**src/rtl/pcm_rom_arbiter_if.sv**
```systemverilog
// pcm_rom_arbiter_if
// Bundles the two fetcher REQ/ACK ports and the PCM ROM pins that
// pcm_rom_arbiter connects together.
//   REQ_A/REQ_B     fetcher read request (level)
//   ADDR_A/ADDR_B   fetcher byte address, held while REQ is high
//   ACK_A/ACK_B     one-cycle pulse, DATA_x valid
//   DATA_A/DATA_B   read data, held until the next ACK on that port
//   A, nROE, D      ROM address, active-low output enable, ROM data
//   BUSY, GRANT     arbiter status (GRANT: 0 = port A, 1 = port B)
// The slave modport is the arbiter's view. The master modport is the view
// of the fetchers plus the ROM.
`timescale 1ns/1ps
interface pcm_rom_arbiter_if;
  logic        REQ_A;
  logic [23:0] ADDR_A;
  logic        ACK_A;
  logic [7:0]  DATA_A;
  logic        REQ_B;
  logic [23:0] ADDR_B;
  logic        ACK_B;
  logic [7:0]  DATA_B;
  logic [23:0] A;
  logic        nROE;
  logic [7:0]  D;
  logic        BUSY;
  logic        GRANT;

  modport slave (
    input  REQ_A, ADDR_A, REQ_B, ADDR_B, D,
    output ACK_A, DATA_A, ACK_B, DATA_B, A, nROE, BUSY, GRANT
  );

  modport master (
    output REQ_A, ADDR_A, REQ_B, ADDR_B, D,
    input  ACK_A, DATA_A, ACK_B, DATA_B, A, nROE, BUSY, GRANT
  );
endinterface

```
**src/rtl/pcm_rom_arbiter.sv**
```systemverilog
// pcm_rom_arbiter
// Round-robin sequencer for the shared 24-bit PCM sample ROM. Each access
// follows the same sequence: IDLE (grant), SETUP (address settles with
// nROE high), WAIT_CYCLES of STROBE with nROE low, and DONE (ACK pulse).
// The byte is captured on the clock edge that ends the last STROBE cycle.
// Ports:
//   CLK_68KCLKB  block clock, rising edge
//   RESET        synchronous, active-high
//   bus          pcm_rom_arbiter_if.slave (fetcher ports + ROM pins)
// Parameter:
//   WAIT_CYCLES  cycles nROE is held low per access, 1..15
`timescale 1ns/1ps
module pcm_rom_arbiter #(
  parameter int WAIT_CYCLES = 3
) (
  input logic             CLK_68KCLKB,
  input logic             RESET,
  pcm_rom_arbiter_if.slave bus
);

  typedef enum logic [1:0] {IDLE, SETUP, STROBE, DONE} state_t;

  localparam logic [3:0] CNT_LOAD = 4'(WAIT_CYCLES - 1);

  state_t     state;
  logic [3:0] cnt;
  logic       last;    // port that completed the most recent access
  logic       pick_b;  // IDLE arbitration result

  // A tie goes to the port that did not win last time. LAST resets to B,
  // so A wins the first tie.
  always_comb begin
    pick_b = (bus.REQ_A && bus.REQ_B) ? ~last : bus.REQ_B;
  end

  always_ff @(posedge CLK_68KCLKB) begin
    if (RESET) begin
      state      <= IDLE;
      cnt        <= 4'd0;
      last       <= 1'b1;
      bus.A      <= 24'd0;
      bus.nROE   <= 1'b1;
      bus.ACK_A  <= 1'b0;
      bus.ACK_B  <= 1'b0;
      bus.DATA_A <= 8'd0;
      bus.DATA_B <= 8'd0;
      bus.BUSY   <= 1'b0;
      bus.GRANT  <= 1'b0;
    end else begin
      case (state)
        IDLE: begin
          // A keeps its previous value while idle.
          if (bus.REQ_A || bus.REQ_B) begin
            bus.A     <= pick_b ? bus.ADDR_B : bus.ADDR_A;
            bus.GRANT <= pick_b;
            bus.BUSY  <= 1'b1;
            state     <= SETUP;
          end
        end
        SETUP: begin
          cnt      <= CNT_LOAD;
          bus.nROE <= 1'b0;
          state    <= STROBE;
        end
        STROBE: begin
          if (cnt == 4'd0) begin
            bus.nROE <= 1'b1;
            last     <= bus.GRANT;
            if (bus.GRANT) begin
              bus.DATA_B <= bus.D;
              bus.ACK_B  <= 1'b1;
            end else begin
              bus.DATA_A <= bus.D;
              bus.ACK_A  <= 1'b1;
            end
            state <= DONE;
          end else begin
            cnt <= cnt - 4'd1;
          end
        end
        DONE: begin
          bus.ACK_A <= 1'b0;
          bus.ACK_B <= 1'b0;
          bus.BUSY  <= 1'b0;
          state     <= IDLE;
        end
        default: state <= IDLE;
      endcase
    end
  end

endmodule
```
**src/flat_wrapper.sv**
```systemverilog
// flat-port wrapper written by rule: the top's interface ports become plain ports
module pcm_rom_arbiter_flat 
#(
  parameter int WAIT_CYCLES = 3
)
  (CLK_68KCLKB, RESET, bus_REQ_A, bus_ADDR_A, bus_REQ_B, bus_ADDR_B, bus_D, bus_ACK_A, bus_DATA_A, bus_ACK_B, bus_DATA_B, bus_A, bus_nROE, bus_BUSY, bus_GRANT);
  pcm_rom_arbiter_if bus_i ();
  input logic CLK_68KCLKB;
  input logic RESET;
  input wire logic [$bits(bus_i.REQ_A)-1:0] bus_REQ_A;
  input wire logic [$bits(bus_i.ADDR_A)-1:0] bus_ADDR_A;
  input wire logic [$bits(bus_i.REQ_B)-1:0] bus_REQ_B;
  input wire logic [$bits(bus_i.ADDR_B)-1:0] bus_ADDR_B;
  input wire logic [$bits(bus_i.D)-1:0] bus_D;
  output wire logic [$bits(bus_i.ACK_A)-1:0] bus_ACK_A;
  output wire logic [$bits(bus_i.DATA_A)-1:0] bus_DATA_A;
  output wire logic [$bits(bus_i.ACK_B)-1:0] bus_ACK_B;
  output wire logic [$bits(bus_i.DATA_B)-1:0] bus_DATA_B;
  output wire logic [$bits(bus_i.A)-1:0] bus_A;
  output wire logic [$bits(bus_i.nROE)-1:0] bus_nROE;
  output wire logic [$bits(bus_i.BUSY)-1:0] bus_BUSY;
  output wire logic [$bits(bus_i.GRANT)-1:0] bus_GRANT;
  assign bus_i.REQ_A = bus_REQ_A;
  assign bus_i.ADDR_A = bus_ADDR_A;
  assign bus_i.REQ_B = bus_REQ_B;
  assign bus_i.ADDR_B = bus_ADDR_B;
  assign bus_i.D = bus_D;
  assign bus_ACK_A = bus_i.ACK_A;
  assign bus_DATA_A = bus_i.DATA_A;
  assign bus_ACK_B = bus_i.ACK_B;
  assign bus_DATA_B = bus_i.DATA_B;
  assign bus_A = bus_i.A;
  assign bus_nROE = bus_i.nROE;
  assign bus_BUSY = bus_i.BUSY;
  assign bus_GRANT = bus_i.GRANT;
  pcm_rom_arbiter #(.WAIT_CYCLES(WAIT_CYCLES)) u_core (.CLK_68KCLKB(CLK_68KCLKB), .RESET(RESET), .bus(bus_i));
endmodule
```
**config.mk**
```make
export PLATFORM = sky130hd
export DESIGN_NAME = pcm_rom_arbiter_flat
export DESIGN_NICKNAME = d
export VERILOG_FILES = /design/src/rtl/pcm_rom_arbiter_if.sv /design/src/rtl/pcm_rom_arbiter.sv /design/src/flat_wrapper.sv
export SDC_FILE = /design/constraint.sdc
export NUM_CORES = 1
export LEC_CHECK = 0
export ABC_AREA = 1
export BUFFER_PORTS_ARGS = -buffer_cell sky130_fd_sc_hd__buf_4
export CAP_MARGIN = 20
export CORE_MARGIN = 2
export CORE_UTILIZATION = 45
export DETAILED_ROUTE_END_ITERATION = 8
export PLACE_DENSITY = 0.76
export SYNTH_ARGS = -nofsm -noshare
export SYNTH_HDL_FRONTEND = slang
export SYNTH_SLANG_ARGS = --single-unit
```
**constraint.sdc**
```tcl
create_clock -name CLK_68KCLKB -period 2.55 [get_ports CLK_68KCLKB]
set_input_delay 0.1275 -clock CLK_68KCLKB [delete_from_list [all_inputs] [get_ports CLK_68KCLKB]]
set_output_delay 0.1275 -clock CLK_68KCLKB [all_outputs]
set_load 0.03 [all_outputs]
```
* Word level (Yosys, flattened, before mapping)
Cells that the tools add are included.
** Operators by class
- Add/sub/neg operators :: 1
- Equality and inequality tests :: 8
- Multiplexer cells :: 17
- Bitwise logic cells :: 2
- Reduce and logical (&&, ||, !) cells :: 17
** Operators by type and width (number)
- 24-bit two-way mux :: 1
- 2-bit AND reduction :: 6
- 3-bit AND reduction :: 4
- 1-bit case mux with 2 select lines :: 4
- 2-bit case mux with 4 select lines :: 1
- 4-bit case mux with 2 select lines :: 1
- 1-bit two-way mux :: 7
- 2-bit by 1-bit inequality test with 1-bit output, second input constant :: 3
- 2-bit nonzero test :: 3
- 2-bit == test, second input constant :: 2
- 4-bit logical NOT :: 1
- 2-bit two-way mux :: 2
- 4-bit two-way mux :: 1
- 2-bit inequality test, second input constant :: 2
- 4-bit by 1-bit subtractor with 4-bit output, second input constant :: 1
- 2-bit by 1-bit == test with 1-bit output, second input constant :: 1
- 2-bit logical NOT :: 1
- 1-bit NOT :: 2
- 1-bit logical AND :: 1
- 1-bit logical OR :: 1
** Word-level totals
- Flip-flop bits (word level) :: 52
- Bits of input ports :: 60
- Output and inout port bits :: 45
- Word-level logic and storage cells :: 56

* Depth between registers and ports, before layout
Gate-level depths: netlist (run 1).
- Depth in word-level cells :: 3
- Mapped depth :: 10

* Worst setup path before layout (run 1)
No wires, ideal clock.
- Path type :: reg-to-reg
- Start point :: register u_core.state[0]
- End point :: register u_core.bus.A[10]
- Library setup time :: 0.118 ns
- Data arrival time :: 1.235 ns
- Path slack :: 1.197 ns
- Stages on the path, launching flop included :: 9
- Clock period less this slack :: 1.353 ns
- Cells stage by stage :: dfxtp_1 -> inv_1 -> ha_1 -> o21ai_1 -> inv_2 -> buf_6 -> buf_6 -> o21ai_1 -> a21oi_2
** Between the ends
- Cells in the longest elaborated chain, start to end :: 2
** Ends and longest elaborated chain
- start, declared :: RTL line pcm_rom_arbiter.sv:25 : state_t state;
- start signal, assigned :: RTL line pcm_rom_arbiter.sv:38 : state <= IDLE;
- start signal, assigned :: RTL line pcm_rom_arbiter.sv:57 : state <= SETUP;
- start signal, assigned :: RTL line pcm_rom_arbiter.sv:63 : state <= STROBE;
- 2-bit logical NOT :: RTL line pcm_rom_arbiter.sv:50 : case (state)
- 2-bit AND reduction (no source line)
- end signal, assigned :: RTL line pcm_rom_arbiter.sv:54 : bus.A <= pick_b ? bus.ADDR_B : bus.ADDR_A;
- end, declared :: RTL line pcm_rom_arbiter_if.sv:30 : output ACK_A, DATA_A, ACK_B, DATA_B, A, nROE, BUSY, GRANT
No other way between the ends.
A chain may end at the register's enable or synchronous reset.

* Worst setup path in the final report (run 1)
- Start point :: register u_core.state[0]
- End point :: register u_core.bus.A[9]
Same word-level chain as after synthesis.

==> qor.yml, run 1 <==
setup_path:
  crit_slowest_cell: "inv_2"
  r2r_start: "u_core.state[0]"
  crit_fanout: 49
  path_buf_inv: 3
  worstSetupStartpointType: "flip-flop"
  arrival_ps: 1970
  rr_endpoint: "u_core.bus.A[9]"
  r2r_cells: 7
  max_stage_delay_ps: 480
  end_kind: "flip-flop"
  critical_path_depth: 7
  path_delay_family: "buffers and inverters"
  crit_type: "flip-flop to flip-flop"
  cp_cell_sequence: "inv_1, ha_1, o21ai_1, inv_2, o21ai_0, inv_1, a21oi_2"
  r2r_slack_ps: 790
  cp.required_ps: 2760
  critPathMostFrequentCell: "inv_1"
logic_synthesis:
  synth_area_per_cell_sq_um: 7.31
  synth_flop_cell: "dfxtp_1"
  synth_area_sq_um: 2460
  seq_area_frac_synth: 0.422
  syn_inst: 337
  ys_types: 22
  yosys_warnings: 0
  async_flop_share: 0
  syn_nets: 404
  ys_ff_latch: 52
  synth_edf_count: 0
timing:
  setup_tns_ps: 0
  relSlewSlack: 0.546
  final-hold-violation-count: 0
  fin_crit_ps: 1760
  min_period_over_period: 0.691
  grt_setup_unrepaired: "no"
  slew_violations: 0
  whs_ps: 6.79
  worstMarginPinSlew_ps: 680
  setup_viol: 0
  fmax_mhz: 567
  skew_ps: 7.55
cells_and_area:
  nets: 498
  antennaDiodeCount: 0
  syn_to_final_growth_pct: 34.3
  n_fill_cell: 487
  final_common_cell: "buf_4"
  final_cell_mix: "buf_4 (105), inv_1 (66), dfxtp_1 (52)"
  drive_gt1_frac: 0.329
clock_tree:
  h-tree-depth: 2
  clockRootBuffer: "clkbuf_8"
  clock_sinks: 52
  cts_resized: 0
  cts_buffer_depth: 2
  post_cts_buffers: 0
  cts_tree: "built"
  cts_hold_buf: 0
  cts_buffers: 5
  clk_pin_slew_ps: 100
  clk-insertion-delay-late_ps: 320
pwr:
  powerDensity_nw_per_um2: 976
  ir_drop_mv: 0.546
  power_leakage_nw: 1.70
global_routing:
  gr-usage-met3: 0.0437
  grt_overflow_total: 0
  grt_pass1_vias: 2227
  track_usage: 0.202
  use_met2: 0.349
  grt_antenna_before_repair: 0
  grt_max_degree: 50
  met1_usage: 0.245
  grt_pass1_wl_microns: 10000
  busiest_layer: "met2"
die:
  die_y_microns: 78.0
  core-area_sq_um: 5200
  io_pins: 105
  chipWidth_microns: 78.0
  rows: 26
  initial_utilization: 0.474
  die_area_sq_um: 6090
job:
  cap_violations: 0
route:
  dr.first_iter.drc_count: 157
  drc_errors: 0
  wl_per_cell_microns: 11.7
  vias: 2433
  drt-total-wl_microns: 5880
  vias_per_cell: 4.85
  antenna_left: 0
  firstDrtPassIters: 4
worst_hold_path:
  min_from: "RESET"
  worst_hold_path.num_cells: 2
  min_to: "u_core.bus.GRANT"
  hold_path_class: "primary input to flip-flop"
placed_design:
  io_buffers: 104
  gp_congestion: 0.779
  hpwlAfterDp_microns: 4160
run_status:
  outcome: "completed"
-- registers in the layout, indices dropped and copies added (netlist names) --
| register | count |
|---|---|
| u_core.bus.nROE | 1 |
| u_core.bus.GRANT | 1 |
| u_core.bus.ACK_A | 1 |
| u_core.bus.BUSY | 1 |
| u_core.bus.DATA_B | 8 |
| u_core.cnt | 4 |
| u_core.bus.A | 24 |
| u_core.bus.ACK_B | 1 |
| u_core.last | 1 |
| u_core.state | 2 |
| u_core.bus.DATA_A | 8 |
-- worst max-delay path by stage --
stage | from | end | slack (ps)
after detailed placement | u_core.state[0] | u_core.bus.A[9] | 830
final | u_core.state[0] | u_core.bus.A[9] | 790
after floorplan | u_core.state[0] | u_core.bus.A[10] | 1200
after global placement | u_core.state[0] | u_core.bus.A[7] | 900
after global routing | u_core.state[0] | u_core.bus.A[0] | 570
after CTS | u_core.state[0] | u_core.bus.A[9] | 810
-- power by group --
| group | total (W) | internal [W] | switching (W) |
|---|---|---|---|
| clock | 0.000506 | 0.000203 | 0.000304 |
| sequential | 0.00118 | 0.00104 | 0.000134 |
| combinational | 0.00155 | 0.000557 | 0.000992 |
-- stage by stage --
| stage | utilization | instance area, sq um | std cells | total power, W | worst slack [ps] |
|---|---|---|---|---|---|
| after detailed placement | 0.618 | 3220 | 494 | 0.00275 | 833 |
| after global placement | 0.618 | 3220 | 494 | 0.00271 | 901 |
| after floorplan | - | 2460 | 337 | 0.00230 | 1200 |
| after global routing | 0.636 | 3310 | 502 | 0.00346 | 572 |
| final | 0.636 | 3310 | 502 | 0.00323 | 788 |
| after CTS | 0.636 | 3310 | 502 | 0.00325 | 814 |
-- layer usage --
metal	wire, microns	vias to the layer above	share of wire
li1	-	1241	-
met1	2600	1110	0.44
met2	2810	71	0.48
met3	352	11	0.060
met4	117	0	0.020
met5	0	-	0
-- Yosys cell counts, types with 3 or more instances --
master / instances / area [sq um]
nand3_1: 4 / 20.0
o21ai_0: 47 / 235
nand2_1: 34 / 128
nor2_1: 23 / 86.3
buf_2: 7 / 35.0
a21oi_2: 10 / 87.6
inv_2: 4 / 15.0
a21oi_1: 35 / 175
buf_6: 5 / 56.3
o21ai_1: 20 / 100
inv_1: 66 / 248
clkbuf_2: 3 / 15.0
nand2_2: 13 / 81.3
dfxtp_1: 52 / 1040
ha_1: 7 / 87.6
-- worst register-to-register path, stage by stage, from the launching register on --
cell	delay, ps
dfxtp_1	350
inv_1	120
ha_1	210
o21ai_1	110
inv_2	480
o21ai_0	230
inv_1	110
a21oi_2	50
-- area by class of cell --
type / instances / area, sq um / area share
flip-flops and latches: 52 / 1040 / 0.314
multi-input cells: 196 / 1030 / 0.312
repair buffers: 105 / 788 / 0.238
inverters: 71 / 267 / 0.0805
well taps: 70 / 87.6 / 0.0265
clock buffers: 5 / 68.8 / 0.0208
clock inverters: 3 / 26.3 / 0.00794
-- logic make-up (layout without fill, tap and decap cells) --
family | count (synthesis) | in the layout | share of synthesized area
AO/OA/AOI/OAI | 112 | 112 | 0.243
adder cells (fa/ha/maj) | 7 | 7 | 0.0355
buffers and inverters | 89 | 184 | 0.162
flip-flops | 52 | 52 | 0.422
AND/OR/NAND/NOR | 77 | 77 | 0.138
Power figures use the tool's default switching activity.
==> run 2: changes to the inputs <==
--- a/config.mk
+++ b/config.mk
@@ -5,13 +5,13 @@
 export SDC_FILE = /design/constraint.sdc
 export NUM_CORES = 1
 export LEC_CHECK = 0
-export ABC_AREA = 1
+export ABC_AREA = 0
 export BUFFER_PORTS_ARGS = -buffer_cell sky130_fd_sc_hd__buf_4
 export CAP_MARGIN = 20
 export CORE_MARGIN = 2
-export CORE_UTILIZATION = 45
+export CORE_UTILIZATION = 42
 export DETAILED_ROUTE_END_ITERATION = 8
-export PLACE_DENSITY = 0.76
+export PLACE_DENSITY = 0.75
 export SYNTH_ARGS = -nofsm -noshare
 export SYNTH_HDL_FRONTEND = slang
 export SYNTH_SLANG_ARGS = --single-unit
==> constraint.sdc (replaced) <==
create_clock -name CLK_68KCLKB -period 1.5 [get_ports CLK_68KCLKB]
set_input_delay 0.075 -clock CLK_68KCLKB [delete_from_list [all_inputs] [get_ports CLK_68KCLKB]]
set_output_delay 0.075 -clock CLK_68KCLKB [all_outputs]
set_load 0.03 [all_outputs]
==> run 2 against run 1 <==
First-iteration DRC count down 57%. Routed wire length down 7.1%. Non-clock buffer count up 18. Critical path depth down 2. Sequential share of layout area down 1.7 points. Clock power up 56%. Total power up 80%. Via count down 16%. Synthesized cell count down 29%. Largest cell class is now multi-input gates. Utilization up 0.68 points. Combinational power up 97%.
==> qor.yml, run 2 <==
clock_tree:
  cts_hold_buf: 0  # unchanged
  clock_sinks: 52  # unchanged
  clk_pin_slew_ps: 100  # about the same
  cts_buffers: 5  # unchanged
  cts_buffer_depth: 2  # unchanged
  h-tree-depth: 2  # unchanged
  cts_tree: "built"
  clockRootBuffer: "clkbuf_8"
  clk-insertion-delay-late_ps: 310  # about the same
setup_path:
  r2r_cells: 5  # -2
  rr_endpoint: "u_core.cnt[3]"
  crit_start: "u_core.cnt[0]"
  end_kind: "flip-flop"
  worstSetupStartpointType: "flip-flop"
  arrival_ps: 1660  # -310 ps
  r2r_slack_ps: 30  # -760 ps
  r2r_start: "u_core.cnt[0]"
  crit_type: "flip-flop to flip-flop"
  cp.required_ps: 1690  # -1070 ps
  crit_fanout: 6  # -88%
cells_and_area:
  nets: 417  # -16%
  syn_to_final_growth_pct: 48.5
  drive_gt1_frac: 0.427  # +0.0986
  final_cell_mix: "buf_4 (118), dfxtp_1 (49), mux2i_1 (41)"
  final_common_cell: "buf_4"
  regMostFlops: "u_core.bus.A"
  antennaDiodeCount: 0  # unchanged
  top_regs: "u_core.bus.A (24), u_core.bus.DATA_A (8), u_core.bus.DATA_B (8)"
  n_fill_cell: 477  # -2.1%
  fin_area_sq_um: 3520  # +6.3%
  largest_reg_flops: 24  # unchanged
pwr:
  swShare: 0.402  # -0.0400
  powerDensity_nw_per_um2: 1650  # +69%
  pwr-share-comb: 0.526  # +0.047
  ir_drop_mv: 0.871  # +60%
  clkPwrFrac: 0.136  # -0.021
  power.share.sequential: 0.338  # -0.026
  p_sw_w: 0.00234  # +64%
  power_leakage_nw: 1.56  # -8.2%
  p_int_w: 0.00348  # +93%
placed_design:
  dpl_cell_area_sq_um: 3330  # +3.4%
  io_buffers: 104  # unchanged
  hpwlAfterDp_microns: 3900  # -6.3%
  gp_congestion: 0.724  # -7.1%
logic_synthesis:
  ys_types: 34  # +55%
  synth_most_common_cell: "dfxtp_1"
  yosys.area.top_type: "dfxtp_1"
  synth_area_sq_um: 2370  # -3.9%
  synth_flop_cell: "dfxtp_1"
  syn_inst: 238  # -29%
  synth_top_area_frac: 0.440  # +0.0172
  seq_area_frac_synth: 0.440  # +0.0172
  ys_ff_latch: 52  # unchanged
  async_flop_share: 0  # unchanged
  syn_nets: 305  # -25%
  synth_edf_count: 0  # unchanged
  synth_area_per_cell_sq_um: 9.95  # +36%
  yosys_warnings: 0  # unchanged
  synth_common_cells: "dfxtp_1 (52), mux2i_1 (41), nand2b_1 (27), a211oi_1 (26), nor2_1 (26)"
  synth_area_leaders: "dfxtp_1 (44%), mux2i_1 (17%), a211oi_1 (8.2%), nand2b_1 (7.1%), nor2_1 (4.1%)"
global_routing:
  grt_max_degree: 63  # +26%
  grt_pass1_wl_microns: 8600  # -14%
  grt_antenna_before_repair: 0  # unchanged
  grt_overflow_total: 0  # unchanged
  track_usage: 0.173  # -0.0287
  grt_pass1_vias: 1911  # -14%
timing:
  fmax_mhz: 679  # +20%
  worstMarginPinSlew_ps: 549  # -131 ps
  whs_ps: 57.0  # +50.2 ps
  relSlewSlack: 0.634  # +0.0877
  final-hold-violation-count: 0  # unchanged
  slew_violations: 0  # unchanged
  fin_crit_ps: 1470  # -289 ps
  setup_viol: 0  # unchanged
  min_period_over_period: 0.982  # +0.291
  skew_ps: 12.8  # +5.28 ps
die:
  die_area_sq_um: 6260  # +2.8%
  rows: 27  # +3.8%
  initial_utilization: 0.433  # -0.0408
  chipWidth_microns: 79.1  # +1.4%
  io_pins: 105  # unchanged
  core-area_sq_um: 5470  # +5.1%
  die_y_microns: 79.1  # +1.4%
route:
  wl_per_cell_microns: 12.9  # +10%
  drc_errors: 0  # unchanged
  firstDrtPassIters: 4  # unchanged
  vias: 2048  # -16%
  antenna_left: 0  # unchanged
  dr.first_iter.drc_count: 67  # -57%
  drt-total-wl_microns: 5460  # -7.1%
  vias_per_cell: 4.84  # -0.10%
run_status:
  outcome: "completed"
worst_hold_path:
  hold_path_class: "primary input to flip-flop"
  worst_hold_path.num_cells: 3  # +1
  min_from: "bus_D[6]"
  min_to: "u_core.bus.DATA_A[6]"
job:
  cap_violations: 0  # unchanged
[run 2: logic make-up (layout without fill, tap and decap cells)]
| group | count (synthesis) | count (layout) | share of synthesized area |
|---|---|---|---|
| mux | 42 | 42 | 0.178 |
| flops | 52 | 52 | 0.440 |
| fa+ha+maj | 7 | 7 | 0.0370 |
| buf+inv | 26 | 139 | 0.0528 |
| simple gates | 69 | 69 | 0.158 |
| compound gates | 42 | 42 | 0.135 |
[run 2: worst max-delay path by stage]
| stage | to | cells past startpoint |
|---|---|---|
| 6_report | u_core.cnt[3] | 5 |
| 5_1_grt | u_core.state[1] | 6 |
| 4_1_cts | u_core.cnt[3] | 5 |
| 3_5_place_dp | u_core.cnt[3] | 5 |
| 3_3_place_gp | u_core.cnt[3] | 5 |
| 2_1_floorplan | u_core.cnt[3] | 6 |
[run 2: final cells by class]
type,instances,area [sq um],share of cell area
multi-input combinational,160,1290,0.366
sequential,52,1040,0.297
timing repair buffer,123,982,0.279
tap,72,90.1,0.0256
clock buffer,7,76.3,0.0217
inverter,8,30.0,0.00853
clock inverter,1,8.76,0.00249
[run 2: power groups by stage]
stage          Sequential (W)  Clock (W)  Combinational [W]
2_1_floorplan         0.00255          0            0.00121
3_3_place_gp          0.00197          0            0.00274
3_5_place_dp          0.00198          0            0.00279
4_1_cts               0.00195   0.000827            0.00281
5_1_grt               0.00202   0.000880            0.00333
6_report              0.00197   0.000790            0.00306
[run 2: worst max-delay path, stage by stage (launching register included)]
cell	delay [ps]
dfxtp_2	340
inv_2	60
ha_4	120
or3b_4	410
nand3_2	100
mux2_2	330
[run 2: repair_timing]
action	4_1_cts	5_1_grt
pin swaps	0	2
resized for setup	1	15
buffers inserted	0	2
gates cloned	0	1
setup endpoints to repair	2	47
[run 2: routing by layer]
layer / global-route usage / part of all wire / routed length (microns) / vias up
met4: 0.0569 / 0.012 / 64 / 0
met1: 0.209 / 0.44 / 2410 / 898
met2: 0.275 / 0.45 / 2450 / 81
met5: 0 / 0 / 0 / -
met3: 0.0750 / 0.097 / 532 / 5
li1: - / - / - / 1064
[run 2: per-stage QoR]
| step | total power, W | setup slack, ps | utilization | setup TNS, ps | instances |
|---|---|---|---|---|---|
| after floorplan | 0.00376 | 5.02 | - | 0 | 238 |
| after global placement | 0.00471 | 2.26 | 0.608 | 0 | 412 |
| after detailed placement | 0.00477 | -35.0 | 0.608 | -35.0 | 412 |
| after CTS | 0.00560 | 2.21 | 0.624 | 0 | 420 |
| after global routing | 0.00623 | -23.1 | 0.643 | -60.6 | 423 |
| final | 0.00582 | 27.1 | 0.643 | 0 | 423 |
